[src/rtl/fifo_pkg.sv]
`default_nettype none
// ============================================================================
//  Module      : fifo_pkg
//  Description : Shared constants, pointer-width helper and flag bundle for
//                the synchronous FIFO and its test environment monitor.
//                Optional feature macro: SYNC_FIFO_ERR_FLAGS_EN
//  Revision    : 1.0 - initial release
// ============================================================================
package fifo_pkg;

    localparam int FIFO_DATA_W = 8;
    localparam int FIFO_DEPTH  = 16;

    // Pointer width: address bits plus one wrap bit.
    function automatic int ptr_w(input int depth);
        return $clog2(depth) + 1;
    endfunction

    typedef struct packed {
        logic full;
        logic almost_full;
        logic empty;
        logic almost_empty;
    } fifo_flags_t;

endpackage : fifo_pkg
`default_nettype wire

[src/rtl/fifo_mem.sv]
`default_nettype none
// ============================================================================
//  Module      : fifo_mem
//  Description : Simple dual-port storage array: one synchronous write port
//                and one registered read port. Array contents are never
//                reset; only the read register is.
//  Revision    : 1.0 - initial release
// ============================================================================
module fifo_mem #(
    parameter int DATA_W = 8,
    parameter int DEPTH  = 16,
    localparam int AW    = $clog2(DEPTH)
) (
    input  logic              clk,
    input  logic              rstn,
    input  logic              i_wr_en,
    input  logic [AW-1:0]     i_wr_addr,
    input  logic [DATA_W-1:0] i_wr_data,
    input  logic              i_rd_en,
    input  logic [AW-1:0]     i_rd_addr,
    output logic [DATA_W-1:0] o_rd_data
);

    logic [DATA_W-1:0] r_mem [DEPTH];
    logic [DATA_W-1:0] r_rd_data;

    // Store the incoming word on an accepted write.
    always_ff @(posedge clk) begin
        if (i_wr_en) begin
            r_mem[i_wr_addr] <= i_wr_data;
        end
    end

    // Capture the addressed word on an accepted read; hold otherwise.
    always_ff @(posedge clk or negedge rstn) begin
        if (!rstn) begin
            r_rd_data <= '0;
        end else if (i_rd_en) begin
            r_rd_data <= r_mem[i_rd_addr];
        end
    end

    assign o_rd_data = r_rd_data;

endmodule : fifo_mem
`default_nettype wire

[src/rtl/sync_fifo.sv]
`default_nettype none
// ============================================================================
//  Module      : sync_fifo
//  Description : Single-clock parameterised FIFO with registered read data,
//                full/empty and threshold flags and an occupancy count.
//                Define SYNC_FIFO_ERR_FLAGS_EN to add sticky overflow and
//                underflow outputs.
//  Revision    : 1.0 - initial release
// ============================================================================
module sync_fifo
    import fifo_pkg::*;
#(
    parameter int DATA_W   = FIFO_DATA_W,
    parameter int DEPTH    = FIFO_DEPTH,
    parameter int AF_LEVEL = DEPTH - 2,
    parameter int AE_LEVEL = 2
) (
    input  logic                      clk,
    input  logic                      rstn,
    input  logic                      wr_en,
    input  logic [DATA_W-1:0]         wr_data,
    output logic                      full,
    output logic                      almost_full,
    input  logic                      rd_en,
    output logic [DATA_W-1:0]         rd_data,
    output logic                      rd_valid,
    output logic                      empty,
    output logic                      almost_empty,
    output logic [ptr_w(DEPTH)-1:0]   count
`ifdef SYNC_FIFO_ERR_FLAGS_EN
    ,
    output logic                      overflow,
    output logic                      underflow
`endif
);

    localparam int AW = $clog2(DEPTH);
    localparam int PW = ptr_w(DEPTH);

    localparam logic [PW-1:0] c_one      = PW'(1);
    localparam logic [PW-1:0] c_af_level = PW'(AF_LEVEL);
    localparam logic [PW-1:0] c_ae_level = PW'(AE_LEVEL);

    logic [PW-1:0] r_wr_ptr;
    logic [PW-1:0] r_rd_ptr;
    logic [PW-1:0] r_count;
    logic          r_rd_valid;
    fifo_flags_t   r_flags;

    logic          w_wr_acc;
    logic          w_rd_acc;
    logic [PW-1:0] w_wr_ptr_nxt;
    logic [PW-1:0] w_rd_ptr_nxt;
    logic [PW-1:0] w_count_nxt;
    fifo_flags_t   w_flags_nxt;

    // Requests are dropped against the current registered flags, so a write
    // while full is lost even if a read is accepted on the same edge.
    assign w_wr_acc = wr_en && !r_flags.full;
    assign w_rd_acc = rd_en && !r_flags.empty;

    // Next pointer, count and flag state; flags derive from next state so
    // that all registered outputs agree with each other every cycle.
    always_comb begin
        w_wr_ptr_nxt = r_wr_ptr;
        w_rd_ptr_nxt = r_rd_ptr;
        w_count_nxt  = r_count;
        if (w_wr_acc) begin
            w_wr_ptr_nxt = r_wr_ptr + c_one;
        end
        if (w_rd_acc) begin
            w_rd_ptr_nxt = r_rd_ptr + c_one;
        end
        if (w_wr_acc && !w_rd_acc) begin
            w_count_nxt = r_count + c_one;
        end else if (w_rd_acc && !w_wr_acc) begin
            w_count_nxt = r_count - c_one;
        end
        w_flags_nxt.empty        = (w_wr_ptr_nxt == w_rd_ptr_nxt);
        w_flags_nxt.full         = (w_wr_ptr_nxt[AW-1:0] == w_rd_ptr_nxt[AW-1:0]) &&
                                   (w_wr_ptr_nxt[AW] != w_rd_ptr_nxt[AW]);
        w_flags_nxt.almost_full  = (w_count_nxt >= c_af_level);
        w_flags_nxt.almost_empty = (w_count_nxt <= c_ae_level);
    end

    // Pointer, count, flag and read-valid registers.
    always_ff @(posedge clk or negedge rstn) begin
        if (!rstn) begin
            r_wr_ptr   <= '0;
            r_rd_ptr   <= '0;
            r_count    <= '0;
            r_rd_valid <= 1'b0;
            r_flags    <= '{full: 1'b0, almost_full: 1'b0, empty: 1'b1, almost_empty: 1'b1};
        end else begin
            r_wr_ptr   <= w_wr_ptr_nxt;
            r_rd_ptr   <= w_rd_ptr_nxt;
            r_count    <= w_count_nxt;
            r_rd_valid <= w_rd_acc;
            r_flags    <= w_flags_nxt;
        end
    end

    fifo_mem #(
        .DATA_W (DATA_W),
        .DEPTH  (DEPTH)
    ) u_mem (
        .clk       (clk),
        .rstn      (rstn),
        .i_wr_en   (w_wr_acc),
        .i_wr_addr (r_wr_ptr[AW-1:0]),
        .i_wr_data (wr_data),
        .i_rd_en   (w_rd_acc),
        .i_rd_addr (r_rd_ptr[AW-1:0]),
        .o_rd_data (rd_data)
    );

    assign full         = r_flags.full;
    assign almost_full  = r_flags.almost_full;
    assign empty        = r_flags.empty;
    assign almost_empty = r_flags.almost_empty;
    assign count        = r_count;
    assign rd_valid     = r_rd_valid;

`ifdef SYNC_FIFO_ERR_FLAGS_EN
    logic r_overflow;
    logic r_underflow;

    // Sticky drop indicators, cleared only by reset.
    always_ff @(posedge clk or negedge rstn) begin
        if (!rstn) begin
            r_overflow  <= 1'b0;
            r_underflow <= 1'b0;
        end else begin
            if (wr_en && r_flags.full) begin
                r_overflow <= 1'b1;
            end
            if (rd_en && r_flags.empty) begin
                r_underflow <= 1'b1;
            end
        end
    end

    assign overflow  = r_overflow;
    assign underflow = r_underflow;

    a_no_overflow : assert property (@(posedge clk) disable iff (!rstn)
        !(wr_en && r_flags.full)) else $error("sync_fifo: write dropped while full");
    a_no_underflow : assert property (@(posedge clk) disable iff (!rstn)
        !(rd_en && r_flags.empty)) else $error("sync_fifo: read dropped while empty");
`endif

endmodule : sync_fifo
`default_nettype wire

[config.mk]
export PLATFORM = sky130hd
export DESIGN_NAME = sync_fifo
export DESIGN_NICKNAME = d
export VERILOG_FILES = /design/src/rtl/fifo_pkg.sv /design/src/rtl/fifo_mem.sv /design/src/rtl/sync_fifo.sv
export SDC_FILE = /design/constraint.sdc
export NUM_CORES = 1
export LEC_CHECK = 0
export CAP_MARGIN = 20
export CORE_MARGIN = 5
export CORE_UTILIZATION = 50
export DETAILED_ROUTE_END_ITERATION = 12
export PLACE_DENSITY = 0.68
export SYNTH_ARGS = -nofsm -noshare
export SYNTH_HDL_FRONTEND = slang
export SYNTH_SLANG_ARGS = --single-unit
[constraint.sdc]
create_clock -name clk -period 2.6 [get_ports clk]
set_clock_uncertainty 0.1 [all_clocks]
set_input_delay 0.52 -clock clk [delete_from_list [all_inputs] [get_ports clk]]
set_output_delay 0.52 -clock clk [all_outputs]
set_load 0.005 [all_outputs]
======== Yosys cells after proc, flatten, opt, wreduce, memory -nomap -nowiden ========
Memories as Yosys holds them, arrays and structs flattened. A register that Yosys moved wholly into a read port is not among the register bits.
Cells that the tools add are included.
cells by class
  equality and inequality tests ........... 3
  muxes and demuxes ....................... 6
  $add $sub $neg .......................... 4
  magnitude comparators ................... 2
  reduce and logical (&&, ||, !) cells .... 10
operator list
  kind                 count
  $mux 5               4
  $add 5x1->5 const B  3
  $eq 5x5->1           1
  $ge 5x4->1 const B   1
  $le 5x2->1 const B   1
  $logic_and 1x1->1    5
  $logic_not 1->1      5
  $sub 5x1->5 const B  1
  $eq 4x4->1           1
  $mux 1               2
  $ne 1x1->1           1
storage, ports and cells
  word-level logic and storage cells ...... 34
  output and inout bits ................... 18
  memory bits (writable) .................. 128
  input bits .............................. 12
  register bits after elaboration ......... 20
  memories kept ........................... 1
memory list
  name         words  width  rd ports  clocked after memory_dff  wr ports  line            RTL
  u_mem.r_mem  16     8      1         1                         1         fifo_mem.sv:24  logic [DATA_W-1:0] r_mem [DEPTH];

======== Logic depth before layout (Yosys ltp) ========
Gate-level depths: netlist of run 1.
  depth after elaboration ................. 7
  mapped depth ............................ 7
  gate-level depth less buffers ........... 6

======== Hierarchy ========
Synthesis of run 1 repeated with hierarchy kept, for this count alone.
unflattened totals
  cells, all modules ...................... 324
  area, all modules ....................... 6,383.6 um2
by module, submodules not included
  module     cells an instance  sequential area each (um2)  area each (um2)  instances
  fifo_mem   240                4,043.9                     5,331.4          1
  sync_fifo  84                 503.0                       1,052.3          1

======== Worst setup path after synthesis of run 1 ========
No wires, ideal clock.
  kind .................................... input port to flip-flop
  start ................................... input port wr_en
  end ..................................... memory u_mem.r_mem[0][0] (enable)
  arrival ................................. 1,457 ps
  library setup time ...................... 383 ps
  setup slack ............................. 660 ps
  required time ........................... 2,117 ps
  buffers on the path ..................... 1
  stages .................................. 4
  path through ............................ nor2b_4 buf_6 nand2_1 nor3_1
between the ends
  cells in the longest elaborated chain, start to end .. 3
RTL lines
  what                          line             RTL
  start: declaration            sync_fifo.sv:20  input logic wr_en,
  $logic_and 1x1->1             sync_fifo.sv:59  assign w_wr_acc = wr_en && !r_flags.full;
  $mux 1                        fifo_mem.sv:29   if (i_wr_en) begin
  $mux 1 (not written as such)  fifo_mem.sv:30   r_mem[i_wr_addr] <= i_wr_data;
  end: declaration              fifo_mem.sv:24
No other way between the ends.

==> summary.txt, run 1 <==
Power and ir drop
  • Sw Pwr: ~2.7 mW
  • P_leak: approximately 2.7 nW
  • PD cells: 1160 nW/µm²
  • P_int: ~6.0 mW
  • Switching Fraction: between 30% and 40%
  • VDD IR max: ~0.00055 V
  • Flop pwr share: between 30% and 40%
  • Combinational power share: between 30% and 40%
  • Clock share of power: between 20% and 30%

Logic synthesis
  • Syn_nets: between 300 and 400
  • Cells after synthesis: 366
  • Post-Syn Area: 6280 µm²
  • Avg Inst Size Synth: approximately 17 µm²
  • YS warnings: 0
  • Post-synth EDFFs: around 130
  • Post-synth cell types: 38
  • Number of synthesized register bits: between 150 and 200
  • Sequential area share after synthesis: just over 70%
  • Dominant synthesized flop cell: edfxtp_1
  • Post-synthesis async set-or-reset flop share: 17.9%

Clock tree
  • CTS buffer count: 17
  • CTS tree: built
  • CTS Sinks: roughly 160
  • Setup Fix Bufs, Post-CTS: 0
  • Post-CTS Resized: 0
  • Deepest clock path buffer count: 2
  • H-Tree Depth: 4
  • Clk Latency, worst-skew pair: slightly above 0.4 ns
  • Clock transition at path regs: about 0.060 ns
  • Clock root buffer: clkbuf_16
  • CTS Hold Bufs: 0

GRT
  • M1 GR Usage: roughly 25%
  • Vias in the first global route: 3394
  • First-pass GRT wire length: about 20000 µm
  • Overall routing resource usage: between 10% and 20%
  • Busiest grt layer: met2
  • Met2 usage: between 20% and 30%
  • GR Overflow Total: 0
  • Antenna violations before repair: 0
  • Largest net degree at the start of global routing: 38
  • Global Route met3 Usage: about 3.7%

Floorplan
  • Initial Utilization: a little over 50%
  • Row Count: 41
  • Die ar.: ~15000 µm²
  • I/O Pins: 30
  • Core area: ~12000 µm²
  • Die X: 122 µm
  • Die height: around 120 µm

Timing
  • Finish-stage setup viols: 0
  • Final hold viol count: 0
  • Max Slew Vio Count: 0
  • Worst Max-Slew Pin Slew: slightly above 0.7 ns
  • Period utilization: about four fifths
  • F_max: roughly 470 MHz
  • Clock period minus worst slack: 2.12 ns
  • RSZ-0062 raised after global routing: no
  • Worst rel slew slack: between 50% and 60%
  • Setup TNS Final: 0 ns

Run
  • Maxcap violations: 0

Status
  • Status: finished clean

Finish
  • Share of layout cells above drive strength 1: 20.7%
  • Final #Nets: 445
  • Share of the core filled with cells: 60.4%
  • Fin area: around 7500 µm²
  • Synth-to-layout area growth: 19.8%
  • Antenna cell count: 0

Critical path
  • Crit-path cells: clkdlybuf4s50_1 > nor2b_4 > mux2_4 > xor2_1 > or3_1 > nor3_1
  • Crit start category: input port
  • Crit-path max cell delay: roughly 0.51 ns
  • Worst setup EP type: flop
  • Worst path required time: between 2 and 3 ns
  • WS Path Type: input port to flop
  • Crit path arrival time: approximately 2.3 ns
  • CP max stage cell: clkdlybuf4s50_1
  • Worst-path fanout max: 9

Routing
  • Final wirelength: 12500 µm
  • DRC Markers: 0
  • Vias: 3284
  • Final ANT Viol Nets: 0
  • 1st-iter DRT viols: 320
  • Drt wl/cell: between 20 and 25 µm
  • Vias/cell: between 5 and 6
  • TritonRoute pass-1 iters: 4

Placed design
  • # port buffers: 29
  • DP HPWL: 8200 µm
  • Post-placement cell area: 6930 µm²
  • GP Congestion: 0.822

Worst hold path
  • Hold WC Path Type: input port to asynchronous set/reset pin
==> area by class of cell <==
type	count	area (µm²)
clock inverters	7	75.1
clock buffers	25	518
fillers	918	4940
flip-flops and latches	156	4550
well taps	172	215
multi-input cells	185	1610
inverters	7	26.3
repair buffers	59	528
==> cells by family after synthesis <==
group                      count (synthesis)  share of synthesized area, %
xor gates and xnor gates                  17                          2.37
DFF                                      156                          72.4
AOI/OAI and AO/OA                         31                          3.43
and+or+nand+nor                           72                          5.82
buffers and inverters                     25                          1.93
adders and majority gates                  7                          1.39
muxes                                     58                          12.7
==> per-stage QoR <==
| step | hold slack (ns) | std cells | total power, mW | worst slack [ns] |
|---|---|---|---|---|
| 3_3_place_gp | 0.393 | 579 | 6.28 | 0.124 |
| 6_report | 0.389 | 611 | 8.70 | 0.482 |
| 2_1_floorplan | 0.124 | 366 | 5.24 | 0.660 |
| 4_1_cts | 0.380 | 611 | 8.77 | 0.501 |
| 3_5_place_dp | 0.416 | 579 | 6.34 | 0.0947 |
| 5_1_grt | 0.425 | 611 | 9.15 | 0.424 |
==> synthesized netlist by cell type (all sizes together) (2+ instances only) <==
| cell | n | area share (%) |
|---|---|---|
| edfxtp | 128 | 61 |
| mux2i | 32 | 5.1 |
| dfrtp | 26 | 10 |
| nand3 | 19 | 1.5 |
| nor2 | 18 | 1.1 |
| a22oi | 17 | 2.0 |
| mux4 | 16 | 5.7 |
| buf | 14 | 1.3 |
| nand2 | 12 | 0.72 |
| mux2 | 10 | 1.9 |
| xnor2 | 10 | 1.4 |
| o21ai | 9 | 0.72 |
| ha | 7 | 1.4 |
| inv | 7 | 0.42 |
| xor2 | 7 | 0.98 |
| nor3 | 6 | 0.48 |
| nand2b | 5 | 0.62 |
| clkbuf | 4 | 0.24 |
| nor2b | 3 | 0.42 |
| and3 | 2 | 0.20 |
| dfstp | 2 | 0.84 |
| nand3b | 2 | 0.24 |
| nand4 | 2 | 0.20 |
==> state kept, by name (all words and copies together) (netlist names) <==
signal           cells
empty                1
u_mem.r_mem        128
full                 1
almost_empty         1
r_rd_ptr             5
u_mem.o_rd_data      8
r_wr_ptr             5
rd_valid             1
count                5
almost_full          1
==> placed cells by master, fill, tap and decap left out, drive strengths merged, types with 2 or more instances in the layout <==
cell type and instances:
nor3 6, nand2 12, mux2 10, a22oi 17, nor2b 3, clkdlybuf4s50 29, xor2 7, dfstp 2
and3 2, nand2b 5, inv 10, ha 7, mux2i 32, xnor2 10, nor2 18, nand3 19
o21ai 9, clkinv 2, nand3b 2, nand4 2, buf 30, clkbuf 25, mux4 16, edfxtp 128
dfrtp 26
==> per-layer routing <==
layer  wire [µm]  up-vias
met4         195        0
met3         528       12
li1            -     1526
met2        6250       78
met5           0        -
met1        5550     1668
==> worst paths after layout <==
| kind | slack, ns | to | start | cells past startpoint |
|---|---|---|---|---|
| worst min-delay path | 0.39 | r_wr_ptr[4] | rstn | 2 |
| worst min register to register | 0.42 | count[4] | count[4] | 1 |
| max in group asynchronous | 1.69 | empty | rstn | 2 |
| worst max register to register | 0.58 | u_mem.o_rd_data[2] | r_rd_ptr[0] | 5 |
| worst max-delay path | 0.48 | empty | wr_en | 6 |
| min in group clk | 0.42 | count[4] | count[4] | 1 |
==> critical path: cells and delay by family <==
kind,cells,cell delay (ns)
buf+inv,1,0.51
xor+xnor,1,0.15
simple gates,3,0.83
mux,1,0.34
==> power groups by stage <==
stage | logic [mW] | clock network, mW | registers, mW
2_1_floorplan | 1.86 | 0 | 3.38
4_1_cts | 2.86 | 2.46 | 3.46
6_report | 2.82 | 2.42 | 3.46
5_1_grt | 3.07 | 2.57 | 3.51
3_5_place_dp | 2.84 | 0 | 3.51
3_3_place_gp | 2.80 | 0 | 3.48
No activity file was read; power rests on OpenSTA's default activity.
==> inputs of run 2 (changes only) <==
PLACE_DENSITY = 0.71   (was 0.68)
clock period = 1.8 ns   (was 2.6 ns; I/O delays follow)
==> run 2 against run 1 <==
Sequential power grew 43%; the run now ends with setup timing left; die area is the same; global-route usage up 1.6 points; clock-buffer cell count shrank 6; routed wire length grew 11%; hold slack worse by 0.17 ns; highest routed layer unchanged; via count up 11%; sequential share of layout area fell by 4.3 points; setup slack worse by 0.62 ns.
==> summary.txt, run 2 (synthesis gave the netlist of run 1 again) <==
Status
  • Status: finished with violations
  • Failing checks: setup timing

Finish
  • Commonest non-fill, non-tap cells in the layout: edfxtp_1, buf_4, mux2i_1, dfrtp_1
  • Synth-to-layout area growth: 29.1%
  • Share of the core filled with cells: 65.0% (+4.7 points)
  • # fillers: 845 (-8.0%)
  • Share of layout cells above drive strength 1: 34.2% (+14 points)
  • Reg with most FFs: u_mem.r_mem
  • Fin area: 8110 µm² (+7.7%)
  • Most common cell after layout, fill and taps aside: edfxtp_1
  • Layout Cells excl Fill: 654 (+7.0%)
  • Max reg flops: 128 (unchanged)
  • Antenna cell count: 0 (unchanged)
  • Final #Nets: 488 (+9.7%)

Routing
  • 1st-iter DRT viols: 356 (+11%)
  • Vias: 3651 (+11%)
  • Final wirelength: 13900 µm (+11%)
  • Final ANT Viol Nets: 0 (unchanged)
  • Drt wl/cell: 21.2 µm (+3.7%)
  • Vias/cell: 5.58 (+3.9%)
  • TritonRoute pass-1 iters: 4 (unchanged)
  • DRC Markers: 0 (unchanged)

Timing
  • Worst rel slew slack: 59.1% (+7.3 points)
  • Hold Slack: 0.219 ns (-0.170 ns)
  • Finish-stage setup viols: 12 (+12)
  • Setup ws final: -0.137 ns (-0.619 ns)
  • Period utilization: 108%
  • Max Slew Vio Count: 0 (unchanged)
  • F_max: 516 MHz
  • Setup TNS Final: -1.12 ns (-1.12 ns)
  • Worst Max-Slew Pin Slew: 0.612 ns (-0.109 ns)
  • Final hold viol count: 0 (unchanged)
  • RSZ-0062 raised after global routing: yes
  • Clock period minus worst slack: just under 2 ns

Critical path
  • Worst path required time: 2.00 ns (-0.82 ns)
  • Worst setup EP type: flop
  • WS Path Type: flop to flop
  • Crit-path cells: buf_12 > mux4_2 > mux2_4 > a22oi_2 > o21ai_1
  • CP top delay family: multiplexers
  • Crit start category: flop
  • Buf/Inv on CP: 1 (unchanged)
  • Crit path arrival time: 2.14 ns (-0.20 ns)
  • Crit-path max cell delay: 0.52 ns (about the same)
  • CP max stage cell: mux4_2
  • Worst-path fanout max: 5 (-4)

GRT
  • GR Overflow Total: 0 (unchanged)
  • Largest net degree at the start of global routing: 29 (-24%)
  • Overall routing resource usage: 19.7% (+1.6 points)
  • Antenna violations before repair: 0 (unchanged)
  • Vias in the first global route: 3694 (+8.8%)
  • First-pass GRT wire length: 21100 µm (+8.5%)

Floorplan
  • Die height: 122 µm (unchanged)
  • Die ar.: 14900 µm² (unchanged)
  • Row Count: 41 (unchanged)
  • Core area: 12500 µm² (unchanged)
  • Die X: 122 µm (unchanged)
  • Initial Utilization: 50.4% (unchanged)
  • I/O Pins: 30 (unchanged)

Clock tree
  • CTS Hold Bufs: 0 (unchanged)
  • Clock root buffer: clkbuf_16
  • H-Tree Depth: 4 (unchanged)
  • Clock transition at path regs: 0.06 ns (about the same)
  • CTS Sinks: 156 (unchanged)
  • CTS buffer count: 17 (unchanged)
  • Deepest clock path buffer count: 2 (unchanged)
  • CTS tree: built
  • Clk Latency, worst-skew pair: 0.42 ns (about the same)

Placed design
  • GP Congestion: 0.855 (+4.0%)
  • DP HPWL: 8710 µm (+6.3%)
  • DP Cell Count: 608 (+5.0%)
  • # port buffers: 29 (unchanged)
  • Post-placement cell area: 7180 µm² (+3.6%)
  • DP Worst Slack: -0.457 ns (-0.552 ns)

Power and ir drop
  • VDD IR max: 0.000817 V (+49%)
  • P_leak: 3.10 nW (+14%)
  • PD cells: 1720 nW/µm² (+49%)
  • Total chip power: 14.0 mW (+61%)

Run
  • Maxcap violations: 0 (unchanged)

Worst hold path
  • Hold WC Path Type: input port to asynchronous set/reset pin
[run 2: changes by cell type in the layout (fill, tap and decap cells not counted), sizes merged, moves of 2 or more]
cell and delta:
clkinv +2, clkinvlp +2, bufinv +2, dlymetal6s2s +6
buf +42, clkbuf -5, dlygate4sd2 +5, clkdlybuf4s50 -12
[run 2: power by group]
group | switching [mW] | internal [mW]
combinational | 2.65 | 2.77
clock | 1.41 | 2.19
sequential | 0.390 | 4.57
total | 4.45 | 9.53
[run 2: worst paths after layout]
check	from	to	slack [ns]	cells past startpoint
setup / recovery	r_rd_ptr[0]	u_mem.o_rd_data[6]	-0.14	5
hold reg to reg	r_rd_ptr[4]	r_rd_ptr[4]	0.41	2
hold / removal	rstn	r_rd_ptr[4]	0.22	2
max in group asynchronous	rstn	almost_empty	1.06	2
setup reg to reg	r_rd_ptr[0]	u_mem.o_rd_data[6]	-0.14	5
min in group clk	r_rd_ptr[4]	r_rd_ptr[4]	0.41	2
[run 2: per-layer routing]
metal | vias up | global-route usage (%) | part of all wire (%)
met2 | 126 | 32.4 | 51
met1 | 1890 | 26.2 | 42
met3 | 18 | 4.55 | 5.6
li1 | 1617 | - | -
met4 | 0 | 6.44 | 1.6
met5 | - | 0 | 0
[run 2: final cells by class]
type	instances	area [µm²]	share of cell area, %
Inverter	7	26.3	0.324
Multi-Input combinational cell	185	1810	22.3
Timing Repair Buffer	102	910	11.2
Sequential cell	156	4550	56.1
Tap cell	172	215	2.65
Clock buffer	19	433	5.34
Clock inverter	13	165	2.04
[run 2: timing repair]
action	4_1_cts	5_1_grt
cloned	0	1
pin swaps	1	10
hold endpoints to repair	0	0
setup endpoints to repair	20	28
setup buffers	7	6
resized for setup	18	46
[run 2: worst reg2reg max path, delay by kind of cell (launching register included)]
| kind | cells | cell delay, ns |
|---|---|---|
| mux | 2 | 0.84 |
| flops | 1 | 0.49 |
| compound gates | 2 | 0.23 |
| buf+inv | 1 | 0.17 |
